[config.mk]
export PLATFORM = sky130hd
export DESIGN_NAME = rr_arb8_sel
export DESIGN_NICKNAME = d
export VERILOG_FILES = /design/src/rtl/rr_arb8_sel.sv
export SDC_FILE = /design/constraint.sdc
export NUM_CORES = 1
export LEC_CHECK = 0
export ABC_AREA = 1
export CORE_MARGIN = 2
export CORE_UTILIZATION = 60
export CTS_CLUSTER_DIAMETER = 50
export CTS_CLUSTER_SIZE = 24
export DETAILED_ROUTE_END_ITERATION = 10
export PLACE_DENSITY_LB_ADDON = 0.2
export RECOVER_POWER = 100
export SYNTH_ARGS = -nofsm -noshare
export SYNTH_HDL_FRONTEND = slang
export SYNTH_SLANG_ARGS = --single-unit
[constraint.sdc]
create_clock -name clk -period 5.16 [get_ports clk]
set_input_delay 1.032 -clock clk [delete_from_list [all_inputs] [get_ports clk]]
set_output_delay 1.032 -clock clk [all_outputs]
set_load 0.1 [all_outputs]
[src/rtl/rr_arb8_sel.sv]
`default_nettype none
// ============================================================================
// Module   : rr_arb8_sel
// Purpose  : Eight-requester round-robin arbiter producing the 3-bit binary
//            select for a 3:8 decoder stage. A grant is held until the owner
//            releases, drops its request, or reaches the HOLD_MAX cycle limit.
//            Every grant is followed by at least one idle cycle, so the
//            decoded one-hot enable never moves directly between channels.
// Ports    : clk          - rising-edge clock
//            rst_n        - asynchronous active-low reset
//            req_i[7:0]   - request lines, bit k = channel k
//            release_i    - owner done (only looked at while granted)
//            y_o[2:0]     - granted channel index (decoder select)
//            gnt_valid_o  - y_o is a live grant (decoder output enable)
//            timeout_o    - one-cycle pulse: last grant was ended by HOLD_MAX
// Params   : HOLD_MAX     - max consecutive grant cycles, 1..255; 0 = no limit
// Revision : 1.0 - initial release
// ============================================================================
module rr_arb8_sel #(
  parameter int HOLD_MAX = 15
) (
  input  logic       clk,
  input  logic       rst_n,
  input  logic [7:0] req_i,
  input  logic       release_i,
  output logic [2:0] y_o,
  output logic       gnt_valid_o,
  output logic       timeout_o
);

  typedef enum logic [0:0] {
    IDLE  = 1'b0,
    GRANT = 1'b1
  } state_e;

  // Hold counter value at which the limit fires (grant has then been valid
  // HOLD_MAX cycles). Unused when the limit is disabled.
  localparam logic       HOLD_EN   = (HOLD_MAX != 0);
  localparam logic [7:0] HOLD_LAST = (HOLD_MAX == 0) ? 8'd0 : 8'(HOLD_MAX - 1);

  state_e     state_q, state_d;
  logic [2:0] y_q, y_d;
  logic [2:0] last_idx_q, last_idx_d;
  logic [7:0] hold_cnt_q, hold_cnt_d;
  logic       timeout_q, timeout_d;

  logic [2:0] pick;
  logic       pick_found;
  logic [2:0] scan_idx;
  logic       exit_rel;
  logic       exit_drop;
  logic       exit_lim;

  // Circular priority scan starting one above the last owner; the first
  // set request encountered wins. 3-bit index arithmetic wraps 7->0.
  always_comb begin
    pick       = 3'd0;
    pick_found = 1'b0;
    scan_idx   = 3'd0;
    for (int k = 0; k < 8; k++) begin
      scan_idx = last_idx_q + 3'd1 + 3'(k);
      if (!pick_found && req_i[scan_idx]) begin
        pick_found = 1'b1;
        pick       = scan_idx;
      end
    end
  end

  assign exit_rel  = release_i;
  assign exit_drop = ~req_i[y_q];
  assign exit_lim  = HOLD_EN && (hold_cnt_q == HOLD_LAST);

  always_comb begin
    state_d    = state_q;
    y_d        = y_q;
    last_idx_d = last_idx_q;
    hold_cnt_d = hold_cnt_q;
    timeout_d  = 1'b0;
    case (state_q)
      IDLE: begin
        if (pick_found) begin
          state_d    = GRANT;
          y_d        = pick;
          hold_cnt_d = 8'd0;
        end
      end
      GRANT: begin
        if (exit_rel || exit_drop || exit_lim) begin
          state_d    = IDLE;
          last_idx_d = y_q;
          // A limit hit that coincides with a normal exit is not a timeout.
          timeout_d  = exit_lim && !exit_rel && !exit_drop;
        end else begin
          hold_cnt_d = hold_cnt_q + 8'd1;
        end
      end
      default: begin
        state_d = IDLE;
      end
    endcase
  end

  always_ff @(posedge clk or negedge rst_n) begin
    if (!rst_n) begin
      state_q    <= IDLE;
      y_q        <= 3'd0;
      last_idx_q <= 3'd7;
      hold_cnt_q <= 8'd0;
      timeout_q  <= 1'b0;
    end else begin
      state_q    <= state_d;
      y_q        <= y_d;
      last_idx_q <= last_idx_d;
      hold_cnt_q <= hold_cnt_d;
      timeout_q  <= timeout_d;
    end
  end

  // The state flop itself is the grant-valid register.
  assign y_o         = y_q;
  assign gnt_valid_o = (state_q == GRANT);
  assign timeout_o   = timeout_q;

endmodule
`default_nettype wire

==> flow_summary_export.csv <==
group,metric,value,unit
place,post-place-ws,2110,ps
setup_path,worstPathArrival,4010,ps
timing,max_clock_freq,261,MHz
layout,regArea,404,sq um
clocking,cts_root_buf,"clkbuf_4",
synth,ys_seq_area_frac,0.258,
synth,yosys.cell_types.count,29,
synth,synth-seq-cells,16,
global_routing,grt_pass1_wl,5690,um
die,rows,18,
drt,wl_per_cell,11.8,um
clocking,cts_hold_buf,0,
timing,skew,5.29,ps
worst_hold_path,hp-class,"flip-flop to flip-flop",
clocking,clock_latency,290,ps
synth,async_flop_share,1.00,
layout,n_fill_cell,222,
layout,drive_gt1_frac,0.0515,
setup_path,endpoint_kind,"flip-flop",
drt,drtPass1Iterations,4,
clocking,cts.sinks,16,
setup_path,cp-start-kind,"flip-flop",
place,numPortBuffers,15,
setup_path,worstPathMaxFanout,15,
drt,ant_nets,0,
timing,hold_violations,0,
place,gp_congestion,0.860,
place,place_inst,298,
timing,tightest_slew,980,ps
die,coreArea,2480,sq um
layout,antennaDiodeCount,0,
die,die-area,3030,sq um
synth,syn_avg_cell_area,6.09,sq um
timing,slew_headroom,0.345,
clocking,ctsResizeCount,0,
setup_path,rrSetupSlack,1330,ps
timing,rsz0062_at_grt,"false",
place,dp_hpwl,2870,um
layout,multi_input_area,996,sq um
timing,maxSlewViolCount,0,
global_routing,track_usage,0.263,
timing,period_needed,3830,ps
synth,syn_nets,272,
clocking,cts_buffer_depth,2,
global_routing,grt_pass1_vias,1335,
layout,nets,288,
die,start_util,0.631,
clocking,htreeDepth,1,
clocking,tritoncts,"done",
clocking,clk_pin_slew,90,ps
setup_path,required,5340,ps
layout,final_core_utilization,0.695,
timing,setup_viol,0,
synth,synth.cell_area,1560,sq um
clocking,cts_made_buffers,3,
timing,finalCritPeriodShare,0.743,
die,die_h,55.1,um
synth,synthCells,257,
drt,drtIter0Drc,48,
drt,avgViaCountPerCell,5.41,
timing,fin_tns_setup,0,ps
clocking,post_cts_buffers,0,
global_routing,grt_max_degree,17,
die,pin_count,16,
layout,syn_to_final_growth,10.2,%
synth,synth_top_cell_by_area,"nand2_1",
synth,synth_edf_count,0,
synth,synth.top_cell.area_share,0.240,
die,die_w,55.1,um
drt,drt-total-wl,3560,um
drt,vias,1633,
timing,worst_slack,1330,ps
layout,stdcell_count,302,
synth,ys_warn_count,0,
synth,synthTopCellsByArea,"nand2_1 24%, dfrtp_1 21%, nand3_1 7.4%",
run,maxCapViolCount,0,
run_status,outcome,"completed",
synth,synth_flop_cell,"dfrtp_1",
drt,drcViolationCount,0,
global_routing,grt-ovfl-total,0,
global_routing,antenna_found_initial,0,
setup_path,path_class,"flip-flop to flip-flop",
[cells in the mapped netlist, types with 2 or more instances]
cell type,n
nand2_1,100
nor2_1,29
inv_1,26
nand3_1,23
dfrtp_1,13
o21ai_0,13
o21ai_1,6
xor2_1,6
ha_1,4
nand2_2,4
dfstp_2,3
inv_2,3
nand3b_1,3
nor3_1,3
buf_4,2
buf_6,2
nand2_4,2
nand4_1,2
nor2_4,2
nor4_1,2
[cell families (layout without fill, tap and decap cells)]
logic type	count (synthesis)	count (layout)	synth area share
mux	1	1	0.00640
xor+xnor	6	6	0.0336
flops	16	16	0.258
compound gates	24	24	0.0840
simple gates	173	173	0.492
buf+inv	33	48	0.0936
fa+ha+maj	4	4	0.0320
[worst max-delay path, stage by stage, from the launching register on]
cell and delay [ps]:
dfstp_1 790, inv_1 300, ha_1 530, inv_1 220, nand2_1 110, nand2_1 160, nand2_1 150, nand2_1 60
nand2_1 50, nand2_1 60, nor2_1 280, nand4_4 140, nor2_1 320, nand3_2 140, nand2_4 130, nand2_4 110
nand2_1 80, o21ai_0 90
[placed cells by master (no fill, tap or decap)]
cell type,synthesis,layout
o21ai_1,6,2
o221ai_1,1,1
xor2_1,6,6
clkdlybuf4s50_1,0,8
nand4_4,1,1
ha_1,4,4
nand3_1,23,23
nor4_1,2,2
nand2_4,2,2
mux2i_1,1,1
o21ai_2,1,1
nand3b_1,3,3
dfrtp_1,13,13
nand2_2,4,3
inv_1,26,28
dfstp_1,0,1
nand2_1,100,101
o21ai_0,13,17
nand3_2,1,1
nand4_1,2,2
inv_2,3,1
nor2_1,29,31
clkbuf_1,0,1
dlygate4sd3_1,0,7
nor3_1,3,3
o22ai_1,1,1
a21oi_1,1,1
dfstp_2,3,2
clkbuf_4,0,3
and2_1,1,1
o21a_1,1,1
[cell type report]
type | count | area share
tap | 30 | 0.0218
sequential | 16 | 0.235
clock buffer | 4 | 0.0153
multi-input combinational | 208 | 0.578
timing repair buffer | 15 | 0.0871
inverter | 29 | 0.0632
[metrics by stage]
| step | area, sq um | hold slack [ps] |
|---|---|---|
| global route | 1720 | 576 |
| finish | 1720 | 522 |
| floorplan | 1560 | 481 |
| CTS | 1740 | 523 |
| global placement | 1710 | 507 |
| detailed placement | 1710 | 510 |
[layer usage]
layer	routed length [um]	GRT usage	vias up
met5	0	0	-
met3	116	0.0188	9
li1	-	-	849
met2	1650	0.448	40
met1	1700	0.341	735
met4	86	0.118	0
[state kept, by name, summed over array words and instances (netlist names)]
register / cells
y_o: 3
gnt_valid_o: 1
hold_cnt_q: 8
last_idx_q: 3
timeout_o: 1
[final timing paths]
kind | start | endpoint | depth (start not counted)
hold reg to reg | last_idx_q[1] | last_idx_q[1] | 2
hold / removal | last_idx_q[1] | last_idx_q[1] | 2
min in group asynchronous | rst_n | hold_cnt_q[0] | 1
max in group asynchronous | rst_n | y_o[1] | 1
setup / recovery | last_idx_q[0] | hold_cnt_q[7] | 17
setup reg to reg | last_idx_q[0] | hold_cnt_q[7] | 17
Power is left out: the tool's default activity adds up to more than one toggle a clock period on the data nets, which glitch-free logic cannot reach.
